===== src/rtl/crom_pixel_serializer.sv =====
`default_nettype none
// ============================================================================
//  Module   : crom_pixel_serializer
//  Purpose  : Turns 64-bit planar C-ROM sprite-line words into a 4bpp pixel
//             stream, one pixel per pix_ce. A two-entry word buffer (shift +
//             holding) hides SDRAM burst latency from the line renderer.
//             Horizontal flip is latched per word; overflow/underrun are
//             sticky debug flags cleared by flush or reset.
//  Ports    : CLK        core clock, rising edge
//             nRESET     asynchronous active-low reset
//             CR_DOUBLE  C-ROM word, plane p = CR_DOUBLE[16p+15:16p]
//             cr_load    strobe: CR_DOUBLE / cr_flip valid this cycle
//             cr_flip    horizontal flip for the word being loaded
//             cr_ready   buffer can accept a word (not both entries full)
//             pix_ce     pixel clock enable: emit next pixel
//             flush      synchronous line-start flush
//             PIXEL      palette index of emitted pixel (registered)
//             pix_valid  PIXEL valid this cycle (registered)
//             pix_opaque PIXEL != 0 (registered, 0 when pix_valid = 0)
//             overflow   sticky: cr_load while cr_ready = 0
//             underrun   sticky: pix_ce while shift entry empty
//  Revision : 1.0 - initial release
// ============================================================================
module crom_pixel_serializer #(
    parameter int PIX_PER_WORD = 16,
    parameter int BPP          = 4
) (
    input  logic                          CLK,
    input  logic                          nRESET,
    input  logic [PIX_PER_WORD*BPP-1:0]   CR_DOUBLE,
    input  logic                          cr_load,
    input  logic                          cr_flip,
    output logic                          cr_ready,
    input  logic                          pix_ce,
    input  logic                          flush,
    output logic [BPP-1:0]                PIXEL,
    output logic                          pix_valid,
    output logic                          pix_opaque,
    output logic                          overflow,
    output logic                          underrun
);

    localparam int                c_WORD_W   = PIX_PER_WORD * BPP;
    localparam int                c_IDX_W    = $clog2(PIX_PER_WORD);
    localparam logic [c_IDX_W-1:0] c_LAST_IDX = c_IDX_W'(PIX_PER_WORD - 1);

    logic [c_WORD_W-1:0] r_shift_word;
    logic                r_shift_flip;
    logic                r_shift_valid;
    logic [c_WORD_W-1:0] r_hold_word;
    logic                r_hold_flip;
    logic                r_hold_valid;
    logic [c_IDX_W-1:0]  r_idx;

    logic [c_IDX_W-1:0]  w_bit_pos;
    logic [BPP-1:0]      w_pix;
    logic                w_emit;
    logic                w_last;
    logic                w_load;
    logic                w_load_to_shift;

    // Ready is deliberately not look-ahead: a word arriving while both
    // entries are full is dropped even if the shift word is finishing.
    assign cr_ready = ~(r_shift_valid & r_hold_valid);

    assign w_emit = pix_ce & r_shift_valid;
    assign w_last = w_emit & (r_idx == c_LAST_IDX);
    assign w_load = cr_load & cr_ready;

    // New word goes straight to shift when shift is idle, or when shift is
    // retiring its last pixel with nothing waiting behind it (no-gap case).
    assign w_load_to_shift = ~r_shift_valid | (w_last & ~r_hold_valid);

    // Unflipped words emit MSB first; flipped words emit LSB first.
    assign w_bit_pos = r_shift_flip ? r_idx : (c_LAST_IDX - r_idx);

    generate
        for (genvar g = 0; g < BPP; g++) begin : g_plane
            assign w_pix[g] = r_shift_word[g*PIX_PER_WORD + int'(w_bit_pos)];
        end
    endgenerate

    always_ff @(posedge CLK or negedge nRESET) begin
        if (!nRESET) begin
            r_shift_word  <= '0;
            r_shift_flip  <= 1'b0;
            r_shift_valid <= 1'b0;
            r_hold_word   <= '0;
            r_hold_flip   <= 1'b0;
            r_hold_valid  <= 1'b0;
            r_idx         <= '0;
            PIXEL         <= '0;
            pix_valid     <= 1'b0;
            pix_opaque    <= 1'b0;
            overflow      <= 1'b0;
            underrun      <= 1'b0;
        end else if (flush) begin
            // Line start: drop everything, including any same-cycle load.
            r_shift_valid <= 1'b0;
            r_hold_valid  <= 1'b0;
            r_idx         <= '0;
            PIXEL         <= '0;
            pix_valid     <= 1'b0;
            pix_opaque    <= 1'b0;
            overflow      <= 1'b0;
            underrun      <= 1'b0;
        end else begin
            // Pixel output stage
            if (pix_ce) begin
                if (r_shift_valid) begin
                    PIXEL      <= w_pix;
                    pix_valid  <= 1'b1;
                    pix_opaque <= |w_pix;
                end else begin
                    PIXEL      <= '0;
                    pix_valid  <= 1'b0;
                    pix_opaque <= 1'b0;
                    underrun   <= 1'b1;
                end
            end else begin
                pix_valid  <= 1'b0;
                pix_opaque <= 1'b0;
            end

            // Word advance: holding (possibly empty) moves into shift
            if (w_last) begin
                r_shift_word  <= r_hold_word;
                r_shift_flip  <= r_hold_flip;
                r_shift_valid <= r_hold_valid;
                r_hold_valid  <= 1'b0;
                r_idx         <= '0;
            end else if (w_emit) begin
                r_idx <= r_idx + 1'b1;
            end

            // Load overrides the advance when it targets the shift entry
            if (w_load) begin
                if (w_load_to_shift) begin
                    r_shift_word  <= CR_DOUBLE;
                    r_shift_flip  <= cr_flip;
                    r_shift_valid <= 1'b1;
                    r_idx         <= '0;
                end else begin
                    r_hold_word   <= CR_DOUBLE;
                    r_hold_flip   <= cr_flip;
                    r_hold_valid  <= 1'b1;
                end
            end

            if (cr_load && !cr_ready) begin
                overflow <= 1'b1;
            end
        end
    end

endmodule
`default_nettype wire


===== config.mk =====
export PLATFORM = sky130hd
export DESIGN_NAME = crom_pixel_serializer
export DESIGN_NICKNAME = d
export VERILOG_FILES = /design/src/rtl/crom_pixel_serializer.sv
export SDC_FILE = /design/constraint.sdc
export NUM_CORES = 1
export LEC_CHECK = 0
export BUFFER_PORTS_ARGS = -buffer_cell sky130_fd_sc_hd__clkbuf_2
export CORE_AREA = 2 2 159 161
export DETAILED_ROUTE_END_ITERATION = 7
export DIE_AREA = 0 0 161 163
export GPL_TIMING_DRIVEN = 0
export PLACE_DENSITY_LB_ADDON = 0.08
export SETUP_SLACK_MARGIN = 0.05
export SLEW_MARGIN = 40
export SYNTH_ARGS = -nofsm -noshare
export SYNTH_HDL_FRONTEND = slang
export SYNTH_SLANG_ARGS = --single-unit

===== constraint.sdc =====
create_clock -name CLK -period 2.21 [get_ports CLK]
set_clock_uncertainty 0.05 [all_clocks]
set_input_delay 0.1105 -clock CLK [delete_from_list [all_inputs] [get_ports CLK]]
set_output_delay 0.1105 -clock CLK [all_outputs]
set_load 0.02 [all_outputs]

==> run_results.csv <==
group,metric,value,unit
power_and_ir_drop,power_density,835,nW/um2
synth,ys_async_sr_fraction,1.00,
die,core-area,24700,um2
grt,grt_pass1_vias,5860,
final_layout,layout-drive-gt1-share,0.329,
sta,worst_pin_slew,740,ps
final_layout,layout_common_cells,"144 x dfrtp_1, 130 x o22a_1, 79 x mux2_2, 78 x clkbuf_2, 68 x dlygate4sd3_1",
setup_path,crit_path_cell_trace,"buf_6, buf_6, mux2_1, a21oi_1, nor2_1, o221a_2, o21ai_1, a21oi_1",
placed_design,dpl.hpwl,14.3,mm
placed_design,gp_congestion,0.812,
route,vias,5587,
grt,grt_util_met1,0.220,
final_layout,area_delta_synth_final,32.1,%
clock_tree,cts_buffer_depth,2,
sta,rsz0062_at_grt,"true",
sta,max_freq,0.468,GHz
die,dieArea,26200,um2
sta,finalSetupViolCount,0,
route,drc_errors,0,
synth,ys_seq_elements,144,
synth,syn_nets,660,
clock_tree,clkLatencyLatePin,430,ps
power_and_ir_drop,p_leak,3.79,nW
power_and_ir_drop,power_frac_comb,0.193,
synth,postSynthCellCount,589,
synth,yosysSeqAreaShare,0.497,
grt,met2_usage,0.269,
synth,syn_area,7240,um2
sta,slew_headroom,0.507,
power_and_ir_drop,p_int,0.00585,W
setup_path,critPathKind,"flip-flop to flip-flop",
grt,grt_overflow,0,
synth,yosysUniqueCellTypes,40,
final_layout,layout_commonest_cell,"dfrtp_1",
route,final_antenna_net_count,0,
route,firstDrtPassIters,4,
final_layout,fin_util,0.388,
synth,syn_area_per_cell,12.3,um2
clock_tree,htree_levels,4,
sta,setup_ws,71.6,ps
route,routedWlPerCell,18.7,um
setup_path,crit_family,"compound AO/OA/AOI/OAI gates",
setup_path,cp.arrival,2370,ps
final_layout,fillers,2441,
power_and_ir_drop,power.total,0.00799,W
worst_hold_path,hold_path_class,"primary input to asynchronous set/reset pin",
setup_path,end_kind,"flip-flop",
clock_tree,cts-root-buf,"clkbuf_16",
power_and_ir_drop,clkPwrFrac,0.369,
power_and_ir_drop,p_sw,0.00214,W
grt,grtUsageTotal,0.162,
sta,fin_crit_sh,0.968,
power_and_ir_drop,peakVddDrop,0.364,mV
setup_path,critPathLaunchType,"flip-flop",
die,fp.dieW,161,um
route,drt-initial-drc-count,233,
grt,antenna_found_initial,0,
clock_tree,clkTransAtPathRegs,60,ps
sta,min_period,2140,ps
sta,fin_hold_ws,146,ps
setup_path,crit_fanout,10,
die,ios,79,
clock_tree,cts_tree,"built",
clock_tree,cts_sinks,144,
grt,gr-usage-met3,0.0285,
grt,grt.busiest_layer,"met2",
sta,hold_viol,0,
setup_path,slowest_delay,360,ps
synth,ys.flop_type,"dfrtp_1",
route,viasPerCell,5.07,
setup_path,cp.required,2440,ps
die,initial_core_util,0.294,
power_and_ir_drop,switching_share,0.267,
placed_design,pre_cts_ws,-174,ps
die,die_height,163,um
final_layout,num_antenna_cells,0,
setup_path,cp_slowest_cell,"dfrtp_1",
grt,grt_max_degree,55,
synth,yosysWarnings,0,
placed_design,io_buffers,78,
setup_path,crit_buf_inv,2,
grt,grt_pass1_wl,32.8,mm
clock_tree,cts_made_buffers,17,
job,maxCapViolations,0,
sta,maxSlewViolCount,0,
route,totalWireLength,20.7,mm
final_layout,nNetsFinal,831,
synth,synth_edf_count,0,
power_and_ir_drop,seqPwrFrac,0.438,
die,num_rows,58,
status,outcome,"finished clean",
[synthesized netlist by cell type (2+ instances only)]
cell type | number | area share
o221a_2 | 4 | 0.0062
nand2_1 | 12 | 0.0062
xor2_1 | 3 | 0.0036
a221oi_1 | 6 | 0.0073
mux2i_1 | 38 | 0.053
o21ai_0 | 4 | 0.0028
xnor2_1 | 3 | 0.0036
a21oi_1 | 33 | 0.023
buf_2 | 13 | 0.0090
buf_6 | 11 | 0.017
o22a_1 | 130 | 0.16
o21ai_1 | 2 | 0.0014
mux2_2 | 79 | 0.12
buf_4 | 2 | 0.0021
mux2_1 | 9 | 0.014
and2_1 | 2 | 0.0017
nand2b_1 | 9 | 0.0078
dfrtp_1 | 144 | 0.50
a31oi_1 | 2 | 0.0017
o221a_1 | 2 | 0.0031
buf_1 | 7 | 0.0036
or2_2 | 2 | 0.0017
nand4_1 | 2 | 0.0017
clkbuf_1 | 19 | 0.0098
nor2_1 | 22 | 0.011
o22ai_1 | 12 | 0.010
inv_1 | 4 | 0.0021
[registers in the layout (all words and copies together), names as in the netlist]
signal and flops:
pix_opaque 1, underrun 1, overflow 1, r_idx 4, r_hold_word 64, r_hold_valid 1, r_hold_flip 1, r_shift_valid 1
r_shift_word 64, r_shift_flip 1, PIXEL 4, pix_valid 1
[cell type report]
type,count,area [um2],area share
clock inverters,9,105,0.0110
repair buffers,153,1180,0.124
clock buffers,23,498,0.0521
multi-input cells,389,3390,0.354
flip-flops and latches,144,3600,0.377
inverters,4,15.0,0.00157
well taps,330,413,0.0432
plain buffers,51,364,0.0381
[stage by stage]
| step | instances | cell area [um2] | setup TNS [ps] |
|---|---|---|---|
| 2_1_floorplan | 589 | 7240 | 0 |
| 3_5_place_dp | 999 | 8100 | -2990 |
| 3_3_place_gp | 997 | 8050 | -219940 |
| 6_report | 1103 | 9570 | 0 |
| 5_1_grt | 1103 | 9570 | 0 |
| 4_1_cts | 1100 | 9440 | 0 |
[final timing paths]
path                                         end      from  slack [ps]  depth (start not counted)
worst max-delay path                    PIXEL[3]  r_idx[0]          70                          8
worst min-delay path             r_hold_word[25]    nRESET         150                          2
worst max register to register          PIXEL[3]  r_idx[0]          70                          8
worst min register to register          underrun  underrun         450                          2
max in group asynchronous       r_shift_word[58]    nRESET        1050                          4
min in group CLK                        underrun     flush         190                          3
[what timing repair did]
action	CTS	global route
hold buffers	68	0
pin swaps	0	1
resized for setup	18	32
endpoints found under the setup margin	105	127
buffers inserted	1	3
cloned	0	1
endpoints found under the hold margin	126	0
[cell families (layout without fill, tap and decap cells)]
family | after synthesis | after routing | synth area share
mux | 128 | 128 | 0.195
buf+inv | 56 | 240 | 0.0437
flops | 144 | 144 | 0.497
compound gates | 200 | 200 | 0.219
simple gates | 54 | 54 | 0.0366
fa+ha+maj | 1 | 1 | 0.00173
xor+xnor | 6 | 6 | 0.00726
[per-layer routing]
metal  share of wire  wire, um
met1            0.49     10000
met2            0.47      9780
met3           0.033       684
met4          0.0075       155
met5               0         0
[power by group through the flow]
stage | logic [W] | registers (W) | clock network [W]
CTS | 0.00153 | 0.00350 | 0.00304
floorplan | 0.00103 | 0.00343 | 0
global route | 0.00169 | 0.00357 | 0.00315
global placement | 0.00137 | 0.00352 | 0
detailed placement | 0.00142 | 0.00354 | 0
finish | 0.00154 | 0.00350 | 0.00295
Power figures use the tool's default switching activity.
